### src/rtl/spi_target_pkg.sv
// -----------------------------------------------------------------------------
// spi_target_pkg
// Shared types and default constants for the SPI target responder slice.
//   state_t          : frame state of the responder (IDLE / ACTIVE)
//   DEF_WIDTH        : default frame length in bits
//   DEF_SYNC_STAGES  : default synchronizer depth for the SPI pins
// -----------------------------------------------------------------------------
package spi_target_pkg;

    typedef enum logic {
        IDLE   = 1'b0,
        ACTIVE = 1'b1
    } state_t;

    localparam int DEF_WIDTH       = 8;
    localparam int DEF_SYNC_STAGES = 2;

endpackage

### src/rtl/spi_sync_edge.sv
// -----------------------------------------------------------------------------
// spi_sync_edge
// N-stage synchronizer for one asynchronous pin, followed by rise/fall
// detection against a one-cycle-delayed copy of the synchronized level.
//   clk      in  : system clock
//   rst_n    in  : asynchronous active-low reset
//   async_i  in  : asynchronous pin
//   sync_o   out : synchronized level
//   rise_o   out : one-cycle strobe, synchronized level went 0 -> 1
//   fall_o   out : one-cycle strobe, synchronized level went 1 -> 0
// -----------------------------------------------------------------------------
module spi_sync_edge
    import spi_target_pkg::*;
#(
    parameter int   SYNC_STAGES = DEF_SYNC_STAGES,
    parameter logic RESET_VAL   = 1'b0
) (
    input  logic clk,
    input  logic rst_n,
    input  logic async_i,
    output logic sync_o,
    output logic rise_o,
    output logic fall_o
);

    logic [SYNC_STAGES-1:0] sync_p;
    logic                   dly_q;

    // The delayed copy resets to the same value as the chain so that leaving
    // reset never produces a spurious edge.
    always_ff @(posedge clk or negedge rst_n) begin
        if (!rst_n) begin
            sync_p <= {SYNC_STAGES{RESET_VAL}};
            dly_q  <= RESET_VAL;
        end else begin
            sync_p <= {sync_p[SYNC_STAGES-2:0], async_i};
            dly_q  <= sync_p[SYNC_STAGES-1];
        end
    end

    assign sync_o = sync_p[SYNC_STAGES-1];
    assign rise_o = sync_o & ~dly_q;
    assign fall_o = ~sync_o & dly_q;

endmodule

### src/rtl/spi_target_responder.sv
// -----------------------------------------------------------------------------
// spi_target_responder
// Mode-0, MSB-first SPI target, oversampled in the system clock domain.
// Received bytes are presented with a one-cycle strobe; the byte to return
// on MISO is supplied through a single-entry valid/ready buffer.
//   clk       in  : system clock (only clock)
//   rst_n     in  : asynchronous active-low reset
//   sck_i     in  : SPI clock from master (asynchronous)
//   cs_n_i    in  : chip select, active low (asynchronous)
//   mosi_i    in  : master-out data (asynchronous)
//   miso_o    out : target-out data, 0 when not driven
//   miso_oe   out : MISO drive enable, high while selected
//   rx_data   out : last complete received byte
//   rx_valid  out : one-cycle strobe, rx_data is new
//   tx_data   in  : next byte to send
//   tx_valid  in  : tx_data offered
//   tx_ready  out : TX buffer empty, offer will be taken
//   busy      out : frame in progress (synchronized CS_N low)
//   underrun  out : one-cycle strobe, DEFAULT_TX loaded for lack of data
//   abort     out : one-cycle strobe, CS_N rose mid-byte
// -----------------------------------------------------------------------------
module spi_target_responder
    import spi_target_pkg::*;
#(
    parameter int               WIDTH       = DEF_WIDTH,
    parameter int               SYNC_STAGES = DEF_SYNC_STAGES,
    parameter logic [WIDTH-1:0] DEFAULT_TX  = '0
) (
    input  logic             clk,
    input  logic             rst_n,
    input  logic             sck_i,
    input  logic             cs_n_i,
    input  logic             mosi_i,
    output logic             miso_o,
    output logic             miso_oe,
    output logic [WIDTH-1:0] rx_data,
    output logic             rx_valid,
    input  logic [WIDTH-1:0] tx_data,
    input  logic             tx_valid,
    output logic             tx_ready,
    output logic             busy,
    output logic             underrun,
    output logic             abort
);

    localparam int CNT_W = (WIDTH > 2) ? $clog2(WIDTH) : 1;
    localparam logic [CNT_W-1:0] LAST_BIT = CNT_W'(WIDTH - 1);

    // Synchronized pin views
    logic sck_lvl_unused;   // only SCK edges matter, not its level
    logic sck_rise;
    logic sck_fall;
    logic cs_n_s;
    logic cs_rise;
    logic cs_fall;
    logic mosi_s;
    logic [SYNC_STAGES-1:0] mosi_p;

    // Frame state and datapath
    state_t           state;
    logic [CNT_W-1:0] bit_cnt;
    logic [WIDTH-1:0] rx_shift;
    logic [WIDTH-1:0] tx_shift;
    logic [WIDTH-1:0] buf_q;
    logic             buf_full;
    logic             reload_pend;

    logic             wr_en;
    logic             load_en;

    spi_sync_edge #(
        .SYNC_STAGES (SYNC_STAGES),
        .RESET_VAL   (1'b0)
    ) u_sck_sync (
        .clk     (clk),
        .rst_n   (rst_n),
        .async_i (sck_i),
        .sync_o  (sck_lvl_unused),
        .rise_o  (sck_rise),
        .fall_o  (sck_fall)
    );

    spi_sync_edge #(
        .SYNC_STAGES (SYNC_STAGES),
        .RESET_VAL   (1'b1)
    ) u_cs_sync (
        .clk     (clk),
        .rst_n   (rst_n),
        .async_i (cs_n_i),
        .sync_o  (cs_n_s),
        .rise_o  (cs_rise),
        .fall_o  (cs_fall)
    );

    // MOSI only needs its level; it is sampled on synchronized SCK rise,
    // which shares the same latency as this chain.
    always_ff @(posedge clk or negedge rst_n) begin
        if (!rst_n) begin
            mosi_p <= '0;
        end else begin
            mosi_p <= {mosi_p[SYNC_STAGES-2:0], mosi_i};
        end
    end

    assign mosi_s = mosi_p[SYNC_STAGES-1];

    // A load moves the buffered byte (or DEFAULT_TX) into the TX shifter:
    // once at frame entry and once after each completed byte, on the SCK
    // falling edge where the next byte's MSB must appear.
    assign wr_en   = tx_valid & ~buf_full;
    assign load_en = ((state == IDLE) && cs_fall) ||
                     ((state == ACTIVE) && !cs_rise && sck_fall && reload_pend);

    always_ff @(posedge clk or negedge rst_n) begin
        if (!rst_n) begin
            state       <= IDLE;
            bit_cnt     <= '0;
            rx_shift    <= '0;
            tx_shift    <= '0;
            buf_q       <= '0;
            buf_full    <= 1'b0;
            reload_pend <= 1'b0;
            rx_data     <= '0;
            rx_valid    <= 1'b0;
            underrun    <= 1'b0;
            abort       <= 1'b0;
        end else begin
            rx_valid <= 1'b0;
            underrun <= 1'b0;
            abort    <= 1'b0;

            // A load with a full buffer drains it (no write can coincide,
            // tx_ready is low). A load with an empty buffer takes DEFAULT_TX
            // and any write in the same cycle still lands in the buffer.
            if (load_en && buf_full) begin
                buf_full <= 1'b0;
            end else if (wr_en) begin
                buf_q    <= tx_data;
                buf_full <= 1'b1;
            end

            if (load_en) begin
                tx_shift <= buf_full ? buf_q : DEFAULT_TX;
                underrun <= ~buf_full;
            end

            case (state)
                IDLE: begin
                    if (cs_fall) begin
                        state       <= ACTIVE;
                        bit_cnt     <= '0;
                        reload_pend <= 1'b0;
                    end
                end

                ACTIVE: begin
                    if (cs_rise) begin
                        // Partial byte is dropped; whatever sat in tx_shift
                        // is lost, the buffer is left alone.
                        state       <= IDLE;
                        abort       <= (bit_cnt != '0);
                        bit_cnt     <= '0;
                        reload_pend <= 1'b0;
                    end else if (sck_rise) begin
                        rx_shift <= {rx_shift[WIDTH-2:0], mosi_s};
                        if (bit_cnt == LAST_BIT) begin
                            bit_cnt     <= '0;
                            rx_data     <= {rx_shift[WIDTH-2:0], mosi_s};
                            rx_valid    <= 1'b1;
                            reload_pend <= 1'b1;
                        end else begin
                            bit_cnt <= bit_cnt + CNT_W'(1);
                        end
                    end else if (sck_fall) begin
                        if (reload_pend) begin
                            reload_pend <= 1'b0;
                        end else begin
                            tx_shift <= {tx_shift[WIDTH-2:0], 1'b0};
                        end
                    end
                end

                default: state <= IDLE;
            endcase
        end
    end

    assign busy     = ~cs_n_s;
    assign miso_oe  = ~cs_n_s;
    assign miso_o   = miso_oe & tx_shift[WIDTH-1];
    assign tx_ready = ~buf_full;

endmodule

### config.mk
export PLATFORM = sky130hd
export DESIGN_NAME = spi_target_responder
export DESIGN_NICKNAME = d
export VERILOG_FILES = /design/src/rtl/spi_target_pkg.sv /design/src/rtl/spi_sync_edge.sv /design/src/rtl/spi_target_responder.sv
export SDC_FILE = /design/constraint.sdc
export NUM_CORES = 1
export LEC_CHECK = 0
export CAP_MARGIN = 40
export CORE_ASPECT_RATIO = 1.2
export CORE_MARGIN = 1
export CORE_UTILIZATION = 55
export DETAILED_ROUTE_END_ITERATION = 8
export HOLD_SLACK_MARGIN = 0.06
export PLACE_DENSITY = 0.86
export SYNTH_ARGS = -nofsm -noshare
export SYNTH_HDL_FRONTEND = slang
export SYNTH_SLANG_ARGS = --single-unit
### constraint.sdc
create_clock -name clk -period 3.4 [get_ports clk]
set_input_delay 0.51 -clock clk [delete_from_list [all_inputs] [get_ports clk]]
set_output_delay 0.51 -clock clk [all_outputs]
set_load 0.05 [all_outputs]
== Yosys cells after proc, flatten, opt, wreduce, memory -nomap -nowiden ==
Index checks and enable logic that the tools add are counted.
Word-level totals
  bits in registers: 48
  bits of input ports: 14
  output and inout port bits: 15
  logic and storage cells: 80
Cells by class
  add/subtract/negate cells: 1
  eq/ne operators: 5
  muxes and demuxes: 30
  bitwise operators: 14
  reductions and logical operators: 14
Operators by type and width (number)
  2-to-1 mux 8 bit: 7
  2-to-1 mux 1 bit: 16
  2-to-1 mux 3 bit: 4
  NOT 1 bit: 8
  AND 1 bit: 6
  one-hot mux 3 bit (2 select lines): 1
  AND reduction 3 bit: 2
  logical AND 1 bit: 5
  != test 4 x 3 -> 1 bit, second input constant: 1
  != test 4 bit, second input constant: 1
  one-hot mux 1 bit (2 select lines): 2
  AND reduction 2 bit: 2
  AND reduction 4 bit: 1
  adder 3 x 1 -> 3 bit, second input constant: 1
  equality test 3 bit, second input constant: 1
  != test 3 bit, second input constant: 1
  nonzero test 3 bit: 1
  != test 2 bit, second input constant: 1
  nonzero test 2 bit: 1
  logical NOT 1 bit: 1
  logical OR 1 bit: 1

== Logic depth before layout (Yosys ltp) ==
  word-level depth: 13
  gate-level depth with buffers: 7
  mapped depth without buffers: 6

== Cells and area by module ==
From an unflattened synthesis, not the netlist that was laid out.
Second synthesis, totals
  cells, all modules: 154
  area, all modules: 2033.2 µm²
By module, submodules not included
  spi_target_responder: instances 1, cells an instance 144, area an instance 1849.3 µm², sequential area each 1051.0 µm²
  spi_sync_edge at u_cs_sync: instances 1, cells an instance 5, area an instance 93.8 µm², sequential area each 78.8 µm²
  spi_sync_edge at u_sck_sync: instances 1, cells an instance 5, area an instance 90.1 µm², sequential area each 75.1 µm²

== Worst setup path before layout ==
Ideal clock, no wire load.
  path kind: reg2reg
  start point: reg u_cs_sync.sync_p[1]
  end point: reg rx_data[0]
  setup time: 0.125 ns
  arrival time: 1.460 ns
  required time: 3.275 ns
  slack: 1.815 ns
  cell stages (with the launch flop): 7
  path buffers: 2
  clock period less this slack: 1.585 ns
  path through: dfstp_2 -> nand2b_1 -> buf_4 -> and3_4 -> buf_8 -> nand2_8 -> mux2_4
Between the ends
  cells in the longest elaborated chain, start to end: 3
RTL lines
  start, declared: line spi_sync_edge.sv:26  | logic [SYNC_STAGES-1:0] sync_p;
  start signal, assigned: line spi_sync_edge.sv:33  | sync_p <= {SYNC_STAGES{RESET_VAL}};
  start signal, assigned: line spi_sync_edge.sv:36  | sync_p <= {sync_p[SYNC_STAGES-2:0], async_i};
  AND 1 bit: line spi_sync_edge.sv:42  | assign rise_o = sync_o & ~dly_q;
  NOT 1 bit (no source line)
  AND reduction 4 bit (no source line)
  end signal, assigned: line spi_target_responder.sv:168  | rx_data <= {rx_shift[WIDTH-2:0], mosi_s};
  end, declared: line spi_target_responder.sv:36  | output logic [WIDTH-1:0] rx_data,
No other way between the ends.
A chain may end at the register's enable or synchronous reset.

== Final worst setup path ==
  start point: reg buf_full
  end point: out tx_ready
Between the ends
  cells in the longest elaborated chain, start to end: 1
RTL lines
  start, declared: line spi_target_responder.sv:65  | logic buf_full;
  start signal, assigned: line spi_target_responder.sv:121  | buf_full <= 1'b0;
  start signal, assigned: line spi_target_responder.sv:136  | buf_full <= 1'b0;
  start signal, assigned: line spi_target_responder.sv:139  | buf_full <= 1'b1;
  NOT 1 bit: line spi_target_responder.sv:191  | assign tx_ready = ~buf_full;
  end, declared: line spi_target_responder.sv:40  | output logic tx_ready,
No other way between the ends.

==> flow_metrics.py <==
metrics = {
    "run_status": {
        "outcome": "finished with violations",
        "failed_checks": "DRC",
    },
    "placed_design": {
        "port_bufs": 28,
        "placed_cells_incl_taps": 213,
        "dp.final_hpwl_um": 2430,
        "gp_congestion": 0.801,
        "detailedPlace.worstSlack_ns": 1.33,
    },
    "timing": {
        "fin_skew_ns": 0.00405,
        "maxSlewViolCount": 0,
        "timing.final.crit_period_ns": 2.22,
        "worst_slew_margin_rel": 0.545,
        "final.setup.tns_ns": 0,
        "final.setup.worst_slack_ns": 1.18,
        "clock.fmax_mhz": 451,
        "least_margin_pin_slew_ns": 0.680,
        "grt_setup_unrepaired": "false",
        "layout_worst_path_cycle_share": 0.652,
        "timing.final.hold_violations": 0,
        "final-setup-viol-count": 0,
    },
    "clock_network": {
        "number_of_gates_given_a_new_drive_strength_after_cts": 0,
        "tritoncts": "done",
        "maximum_buffer_depth_of_the_clock_tree": 2,
        "worstSkewPairLatency_ns": 0.30,
        "cts_hold_repair.buffers": 0,
        "post-cts-setup-buffers": 0,
        "cts_sinks": 48,
        "clk_root_buffer_cell": "sky130_fd_sc_hd__clkbuf_8",
        "cts_buffers": 5,
        "h-tree-depth": 2,
        "path_clk_slew_ns": 0.08,
    },
    "worst_setup_path": {
        "launch_instance_of_the_worst_register_to_register_path": "u_cs_sync.dly_q$_DFF_PN1_",
        "timing_worst_setup_path_type": "reg -> out",
        "reg_to_reg_end": "tx_shift[5]$_DFF_PN0_",
        "critical_path.endpoint_type": "output pin",
        "worst-endpoint-required_ns": 2.89,
        "critical_path_startpoint_category": "flip-flop",
        "worst-path-max-fanout": 12,
        "worst-r2r-cell-count": 4,
        "arrival_ns": 1.71,
        "rrSetupSlack_ns": 1.52,
    },
    "drt": {
        "wl_per_cell_um": 15.0,
        "drt.antenna.violating_nets": 0,
        "vias_per_cell": 5.59,
        "first_iter_violations": 61,
        "overall_via_count_from_detail_route": 1235,
        "route.final.wire_length_um": 3310,
        "drc_errors": 1,
        "detail_route.first_pass.iterations": 8,
    },
    "synthesis": {
        "synth_async_reset_ratio": 1.00,
        "syn-cell-area_mm2": 0.00201,
        "synthDominantCellAreaShare": 0.561,
        "synthFlopType": "sky130_fd_sc_hd__dfrtp_1",
        "mean_post_synth_cell_area_um2": 13.0,
        "netlist_instances": 154,
        "synth-seq-area-share": 0.600,
        "synth.largest_area_cell": "sky130_fd_sc_hd__dfrtp_1",
        "netlist_top_cells_area": "sky130_fd_sc_hd__dfrtp_1, sky130_fd_sc_hd__mux2_2, sky130_fd_sc_hd__mux2_4",
        "postSynthRegisterBits": 48,
        "post_synth_num_cell_types": 32,
        "number_of_flops_mapped_to_enable_cells_by_yosys": 0,
        "yosys_warnings": 0,
        "ys_top_cells_by_count": "sky130_fd_sc_hd__dfrtp_1, sky130_fd_sc_hd__mux2_2, sky130_fd_sc_hd__nand2_1, sky130_fd_sc_hd__nor2_1",
        "yosysMostFrequentCell": "sky130_fd_sc_hd__dfrtp_1",
        "synth_fp_nets": 173,
    },
    "global_routing": {
        "gr-total-overflow": 0,
        "grt_start_max_net_pins": 38,
        "grt.total_usage": 0.201,
        "grt_antenna_before_repair": 0,
        "grt_first_pass_wirelength_um": 5630,
        "first_global_vias": 1233,
    },
    "job": {
        "max_cap_viol_count": 0,
    },
    "final_layout": {
        "layout-area-overhead-vs-synth_pct": 20.0,
        "fillCellCount": 221,
        "layout.area.seq_mm2": 0.00120,
        "multiInputGateArea_um2": 726,
        "antenna_cell_count": 0,
        "layout.nets": 202,
        "stdcell_count": 221,
        "final_layout_size_suffix_gt1_frac": 0.212,
    },
    "pwr": {
        "power.total_uw": 1560,
        "total_leakage_power_uw": 0.00113,
        "vdd_ir_drop_max_uv": 467,
        "cellPowerDensity_mw_per_mm2": 648,
    },
    "floorplanning": {
        "placementRows": 23,
        "horizontal_die_dimension_um": 57.2,
        "start_util": 0.586,
        "coreArea_mm2": 0.00342,
        "die_h_um": 68.2,
        "design.die.area_mm2": 0.00390,
        "top_level_ports": 29,
    },
    "hold_path": {
        "hold_class": "in -> async",
    },
}
-- placed cells by master (no fill, tap or decap), types with 2 or more instances in the layout --
| cell | count |
|---|---|
| sky130_fd_sc_hd__nand2b_1 | 2 |
| sky130_fd_sc_hd__nand3_1 | 8 |
| sky130_fd_sc_hd__o21ai_0 | 3 |
| sky130_fd_sc_hd__nor2_1 | 11 |
| sky130_fd_sc_hd__nor2b_1 | 3 |
| sky130_fd_sc_hd__dfstp_2 | 3 |
| sky130_fd_sc_hd__a31oi_1 | 7 |
| sky130_fd_sc_hd__mux2_2 | 15 |
| sky130_fd_sc_hd__clkbuf_8 | 5 |
| sky130_fd_sc_hd__clkdlybuf4s50_1 | 27 |
| sky130_fd_sc_hd__mux2_4 | 8 |
| sky130_fd_sc_hd__a211oi_1 | 2 |
| sky130_fd_sc_hd__inv_1 | 8 |
| sky130_fd_sc_hd__nand2_1 | 11 |
| sky130_fd_sc_hd__ha_1 | 5 |
| sky130_fd_sc_hd__a21oi_1 | 3 |
| sky130_fd_sc_hd__dfrtp_1 | 45 |
-- final cells by class --
| type | instances | area share |
|---|---|---|
| flip-flops and latches | 48 | 0.500 |
| repair buffers | 29 | 0.123 |
| clock inverters | 2 | 0.0145 |
| well taps | 37 | 0.0192 |
| multi-input cells | 91 | 0.301 |
| clock buffers | 6 | 0.0301 |
| inverters | 8 | 0.0125 |
-- worst max path at each step --
stage / from / end / cells after the start
2_1_floorplan: u_cs_sync.sync_p[1]$_DFF_PN1_ / rx_data[0]$_DFFE_PN0P_ / 6
3_3_place_gp: tx_valid / buf_q[7]$_DFFE_PN0P_ / 3
3_5_place_dp: tx_valid / buf_q[1]$_DFFE_PN0P_ / 3
4_1_cts: buf_full$_DFFE_PN0P_ / tx_ready / 2
5_1_grt: buf_full$_DFFE_PN0P_ / tx_ready / 2
6_report: buf_full$_DFFE_PN0P_ / tx_ready / 2
-- report_power, final --
group / internal (uW) / total [uW] / switching (uW)
Sequential: 718 / 830 / 112
Combinational: 169 / 328 / 159
Clock: 218 / 404 / 186
Total: 1110 / 1560 / 457
-- per-layer routing --
metal  GRT usage  wire, um
met5           0         0
met4      0.0945        70
met3      0.0643       121
met2       0.337      1730
met1       0.236      1390
-- stage by stage --
step | utilization | cell area [um^2] | hold WS, ns
detailed placement | 0.672 | 2300 | 0.338
floorplan | - | 2010 | 0.214
CTS | 0.704 | 2410 | 0.0757
global route | 0.704 | 2410 | 0.0908
global placement | 0.666 | 2280 | 0.333
finish | 0.704 | 2410 | 0.0783
-- state kept, by name, summed over array words and instances, names as in the netlist --
register,cells
u_cs_sync.dly_q,1
u_cs_sync.sync_p,2
u_sck_sync.dly_q,1
underrun,1
mosi_p,2
u_sck_sync.sync_p,2
abort,1
tx_shift,8
rx_valid,1
buf_full,1
buf_q,8
reload_pend,1
rx_data,8
bit_cnt,3
rx_shift,7
state,1
-- worst max-delay path, stage by stage (launching register included) --
cell                              delay (ns)
sky130_fd_sc_hd__dfrtp_1                0.51
sky130_fd_sc_hd__inv_1                  0.10
sky130_fd_sc_hd__clkdlybuf4s50_1        0.80
-- kinds of logic (layout without fill, tap and decap cells) --
group | Yosys count | count (layout) | share of synthesized area
adders and majority gates | 5 | 5 | 0.0312
AOI/OAI and AO/OA | 23 | 23 | 0.0810
and+or+nand+nor | 40 | 40 | 0.105
muxes | 23 | 23 | 0.144
buffers and inverters | 15 | 45 | 0.0386
DFF | 48 | 48 | 0.600
Note: power is estimated with default switching activity, not from simulation.
